`src/rtl/avl_host_arbiter.sv`:
```
// Multi-channel Avalon-MM host: each request channel owns a one-entry buffer,
// and a round-robin arbiter issues buffered requests back to back on one bus.

module avl_host_arbiter_slot #(
    parameter int ADDR_W = 30,
    parameter int DATA_W = 32,
    parameter int BE_W   = 4
) (
    input  logic              clk,
    input  logic              rst_n,
    input  logic              start,
    input  logic              done,
    input  logic              write,
    input  logic [ADDR_W-1:0] addr,
    input  logic [DATA_W-1:0] wdata,
    input  logic [BE_W-1:0]   be,
    output logic              pend,
    output logic              busy,
    output logic              q_write,
    output logic [ADDR_W-1:0] q_addr,
    output logic [DATA_W-1:0] q_wdata,
    output logic [BE_W-1:0]   q_be
);
    // Completion frees the slot in the same cycle, so a back-to-back start is taken.
    assign busy = pend && !done;

    always_ff @(posedge clk or negedge rst_n) begin
        if (!rst_n) begin
            pend    <= 1'b0;
            q_write <= 1'b0;
            q_addr  <= '0;
            q_wdata <= '0;
            q_be    <= '0;
        end else if (start && !busy) begin
            pend    <= 1'b1;
            q_write <= write;
            q_addr  <= addr;
            q_wdata <= wdata;
            q_be    <= be;
        end else if (done) begin
            pend    <= 1'b0;
        end
    end
endmodule

module avl_host_arbiter #(
    parameter int NUM_CH = 3,
    parameter int DATA_W = 32,
    parameter int ADDR_W = 30
) (
    input  logic                       clk,
    input  logic                       rst_n,
    input  logic [NUM_CH-1:0]          req_start,
    input  logic [NUM_CH-1:0]          req_write,
    input  logic [NUM_CH*ADDR_W-1:0]   req_addr,
    input  logic [NUM_CH*DATA_W-1:0]   req_wdata,
    input  logic [NUM_CH*DATA_W/8-1:0] req_be,
    output logic [NUM_CH-1:0]          req_busy,
    output logic [NUM_CH-1:0]          rsp_ready,
    output logic [DATA_W-1:0]          rsp_data,
    output logic [31:0]                avl_address,
    output logic                       avl_read,
    output logic                       avl_write,
    output logic [DATA_W/8-1:0]        avl_byteenable,
    output logic [DATA_W-1:0]          avl_writedata,
    input  logic [DATA_W-1:0]          avl_readdata,
    input  logic                       avl_waitrequest
);
    localparam int BE_W = DATA_W / 8;
    localparam int OFF  = $clog2(BE_W);
    localparam int CH_W = (NUM_CH > 1) ? $clog2(NUM_CH) : 1;

    typedef enum logic {IDLE, BUSY} state_t;

    state_t                         state, state_n;
    logic [CH_W-1:0]                g, g_n, last, last_n, win;
    logic                           found, complete;
    logic [NUM_CH-1:0]              pend, done, cand;
    logic [NUM_CH-1:0]              slot_write;
    logic [NUM_CH-1:0][ADDR_W-1:0]  slot_addr;
    logic [NUM_CH-1:0][DATA_W-1:0]  slot_wdata;
    logic [NUM_CH-1:0][BE_W-1:0]    slot_be;
    logic                           rd_n, wr_n;
    logic [31:0]                    addr_n;
    logic [DATA_W-1:0]              wd_n;
    logic [BE_W-1:0]                be_n;

    assign complete  = (state == BUSY) && !avl_waitrequest;
    assign rsp_ready = done;
    assign rsp_data  = avl_readdata;

    for (genvar i = 0; i < NUM_CH; i++) begin : g_slot
        assign done[i] = complete && (g == CH_W'(i));
        avl_host_arbiter_slot #(.ADDR_W(ADDR_W), .DATA_W(DATA_W), .BE_W(BE_W)) u_slot (
            .clk     (clk),
            .rst_n   (rst_n),
            .start   (req_start[i]),
            .done    (done[i]),
            .write   (req_write[i]),
            .addr    (req_addr[i*ADDR_W +: ADDR_W]),
            .wdata   (req_wdata[i*DATA_W +: DATA_W]),
            .be      (req_be[i*BE_W +: BE_W]),
            .pend    (pend[i]),
            .busy    (req_busy[i]),
            .q_write (slot_write[i]),
            .q_addr  (slot_addr[i]),
            .q_wdata (slot_wdata[i]),
            .q_be    (slot_be[i])
        );
    end

    // Round robin from last+1; the channel finishing this cycle is not a candidate.
    always_comb begin
        int idx;
        cand  = pend;
        found = 1'b0;
        win   = '0;
        idx   = 0;
        if (state == BUSY) cand[g] = 1'b0;
        for (int k = NUM_CH; k >= 1; k--) begin
            idx = int'(last) + k;
            if (idx >= NUM_CH) idx = idx - NUM_CH;
            if (cand[CH_W'(idx)]) begin
                found = 1'b1;
                win   = CH_W'(idx);
            end
        end
    end

    always_comb begin
        state_n = state;
        g_n     = g;
        last_n  = last;
        rd_n    = avl_read;
        wr_n    = avl_write;
        addr_n  = avl_address;
        wd_n    = avl_writedata;
        be_n    = avl_byteenable;
        if (state == IDLE || complete) begin
            if (found) begin
                state_n = BUSY;
                g_n     = win;
                last_n  = win;
                rd_n    = !slot_write[win];
                wr_n    = slot_write[win];
                addr_n  = 32'(slot_addr[win]) << OFF;
                wd_n    = slot_wdata[win];
                be_n    = slot_be[win];
            end else begin
                state_n = IDLE;
                rd_n    = 1'b0;
                wr_n    = 1'b0;
            end
        end
    end

    always_ff @(posedge clk or negedge rst_n) begin
        if (!rst_n) begin
            state          <= IDLE;
            g              <= '0;
            last           <= CH_W'(NUM_CH - 1);
            avl_read       <= 1'b0;
            avl_write      <= 1'b0;
            avl_address    <= '0;
            avl_writedata  <= '0;
            avl_byteenable <= '0;
        end else begin
            state          <= state_n;
            g              <= g_n;
            last           <= last_n;
            avl_read       <= rd_n;
            avl_write      <= wr_n;
            avl_address    <= addr_n;
            avl_writedata  <= wd_n;
            avl_byteenable <= be_n;
        end
    end
endmodule
```
`config.mk`:
```
export PLATFORM = sky130hd
export DESIGN_NAME = avl_host_arbiter
export DESIGN_NICKNAME = d
export VERILOG_FILES = /design/src/rtl/avl_host_arbiter.sv
export SDC_FILE = /design/constraint.sdc
export NUM_CORES = 1
export LEC_CHECK = 0
export CAP_MARGIN = 20
export CORE_MARGIN = 3
export CORE_UTILIZATION = 48
export CTS_BUF_LIST = sky130_fd_sc_hd__clkbuf_16
export CTS_CLUSTER_DIAMETER = 200
export CTS_CLUSTER_SIZE = 8
export DETAILED_ROUTE_END_ITERATION = 6
export PLACE_DENSITY_LB_ADDON = 0.12
export SYNTH_ARGS = -nofsm -noshare
export SYNTH_HDL_FRONTEND = slang
export SYNTH_SLANG_ARGS = --single-unit
export TNS_END_PERCENT = 5
```
`constraint.sdc`:
```
create_clock -name clk -period 3.42 [get_ports clk]
set_input_delay 0.684 -clock clk [delete_from_list [all_inputs] [get_ports clk]]
set_output_delay 0.684 -clock clk [all_outputs]
set_load 0.03 [all_outputs]
```
==> results.yml <==
outcome:
  outcome: "completed"
critical_path:
  end_kind: "output pin"
  required_ps: 2740
  arrival_ps: 2440
  path_buf_inv: 3
  worstSetupPathType: "input port to output pin"
  cpLargestDelayFamily: "buffers and inverters"
  crit_chain: "clkdlybuf4s50_1, nor2_1, and3_1, nand2b_1, inv_1, clkdlybuf4s50_1"
  start_kind: "input port"
  critical_path.slowest_cell: "clkdlybuf4s50_1"
  cp_common_cell: "clkdlybuf4s50_1"
  critPathMaxFanout: 3
  slowest_delay_ps: 680
power:
  powerDensity_nw_per_um2: 1127
  p_leak_nw: 6.948
  ir_worst_vdd_mv: 1.182
timing:
  post-route-min-period_ps: 3121
  rsz0062_at_grt: "no"
  slew-limit-headroom_pct: 54.39
  hold_viol: 0
  fmax_mhz: 320.4
  worstMarginPinSlew_ps: 684.1
  slew_violations: 0
  tns_ps: 0
  setup_violations: 0
  period_share_pct: 91.25
  fin_worst_skew_ps: 12.21
cts:
  clk_path_buf_depth: 3
  clk_pin_slew_worst_paths_ps: 50
  holdBufCountCts: 0
  cts.sinks: 276
  clock_latency_ps: 510
  cts_setup_buffers: 0
  cts-root-buf: "clkbuf_16"
  cts_buffers: 40
  cts_tree: "built"
  htreeDepth: 2
  ctsResizeCount: 0
synthesis:
  synth-seq-cells: 276
  synth_cells: 913
  synthArstFlopShare_pct: 100.0
  ys_seq_area_share_pct: 56.26
  avgSynthCellArea_um2: 13.45
  yosys.cell_types.count: 39
  netlist_area_um2: 12280
  synth_edf_count: 0
  ys.warnings.count: 0
  ys.flop_type: "dfrtp_1"
floorplanning:
  io_pins: 347
  fp-row-count: 57
  dieArea_um2: 27540
  initial_core_util_pct: 49.62
  die_w_um: 165.9
  die_y_um: 165.9
  coreArea_um2: 24750
cells_and_area:
  most-common-layout-cells: "clkdlybuf4s50_1, dfrtp_1, mux2_2"
  final_net_count: 1406
  n_fill_cell: 1852
  area_growth_pct: 33.74
  seq_area_um2: 6908
  multi_input_area_um2: 4746
  fin_util_pct: 66.36
  drive_gt1_share_pct: 28.16
  mostFrequentLayoutCell: "clkdlybuf4s50_1"
detailed_routing:
  drc_errors: 0
  viasPerCell: 5.415
  wire_per_inst_um: 20.31
  drt_iter0_markers: 464
  ant_nets: 0
  vias: 8112
  first_pass_iters: 4
  drt_wl_total_um: 30420
global_routing:
  grt_pass1_vias: 8654
  grt_max_degree: 88
  grt_overflow: 0
  grt_pass1_wl_um: 48590
  antenna_found_initial: 3
  globalRouteTotalUtil_pct: 21.89
job:
  cap_violations: 0
placed_design:
  gp_congestion: 0.7819
  port_buffers: 280
  hpwl_um: 20520
min_path:
  hold_class: "input port to asynchronous set/reset pin"
-- power by group --
| part | switching (mW) | internal [mW] | leakage (nW) |
|---|---|---|---|
| logic | 4.86 | 4.22 | 3.08 |
| clock network | 1.33 | 2.23 | 0.571 |
| registers | 0.861 | 5.00 | 3.30 |
| total | 7.05 | 11.4 | 6.95 |
-- layout make-up --
class,instances,share of cell area (%)
Antenna cell,2,0.03048
Clock inverter,8,0.4190
Clock buffer,42,6.400
Tap cell,324,2.469
Multi-Input combinational cell,528,28.90
Inverter,8,0.1829
Timing Repair Buffer,310,19.54
Sequential cell,276,42.06
-- layer usage --
metal	part of all wire (%)	track usage [%]	vias up
li1	-	-	3713
met1	42	28.38	4086
met2	49	36.21	253
met3	6.5	5.999	58
met4	2.5	6.655	2
met5	0.043	0	-
-- sequential cells by signal, summed over array words and instances, names as in the netlist, 2 cells and up --
signal,count
avl_writedata,32
g_slot.u_slot.pend,3
g_slot.u_slot.q_wdata,96
avl_byteenable,4
g_slot.u_slot.q_be,12
g,2
g_slot.u_slot.q_write,3
g_slot.u_slot.q_addr,90
avl_address,30
-- synthesized netlist by cell type, drive strengths merged, types with 2 or more instances --
master | instances | area, µm²
o221ai | 68 | 845.8
buf | 84 | 580.6
nor3b | 2 | 15.01
nand3 | 3 | 15.01
nor2b | 3 | 18.77
inv | 8 | 30.03
clkbuf | 18 | 67.56
nand2 | 139 | 521.8
nor2 | 4 | 15.01
nand3b | 2 | 15.01
dfrtp | 275 | 6882
mux2i | 69 | 690.7
ha | 3 | 37.54
o21ai | 5 | 28.78
nand2b | 6 | 37.54
mux2 | 207 | 2331
and3 | 3 | 18.77
-- cell families (layout without fill, tap and decap cells) --
family	Yosys count	in the layout	synth area share (%)
flip-flops	276	276	56.26
multiplexers	276	276	24.61
other	1	4	0.03054
XOR/XNOR	2	2	0.1427
buffers and inverters	110	368	5.523
AND/OR/NAND/NOR	165	165	5.543
AO/OA/AOI/OAI	80	80	7.591
adder cells (fa/ha/maj)	3	3	0.3057
-- per-stage QoR --
| stage | cells | power [mW] | instance area, µm² | setup WS, ps | hold WS (ps) |
|---|---|---|---|---|---|
| after floorplan | 914 | 12.37 | 12280 | 819.0 | 388.4 |
| after global placement | 1446 | 14.80 | 15300 | 284.4 | 469.0 |
| after detailed placement | 1446 | 15.05 | 15300 | 307.0 | 474.7 |
| after CTS | 1496 | 18.71 | 16420 | 298.1 | 198.8 |
| after global routing | 1498 | 19.69 | 16420 | 216.4 | 221.0 |
| final | 1498 | 18.50 | 16420 | 299.3 | 183.7 |
-- final timing paths --
kind / to / from / cells past startpoint / slack (ps)
min: g_slot[1].u_slot.q_addr[26] / rst_n / 1 / 180
max reg2reg: avl_writedata[10] / last[1] / 8 / 450
min reg2reg: avl_address[4] / avl_address[4] / 2 / 480
max: req_busy[1] / avl_waitrequest / 6 / 300
max in group asynchronous: g_slot[1].u_slot.q_addr[5] / rst_n / 2 / 2410
min in group clk: avl_address[4] / avl_address[4] / 2 / 480
Power figures use the tool's default switching activity.
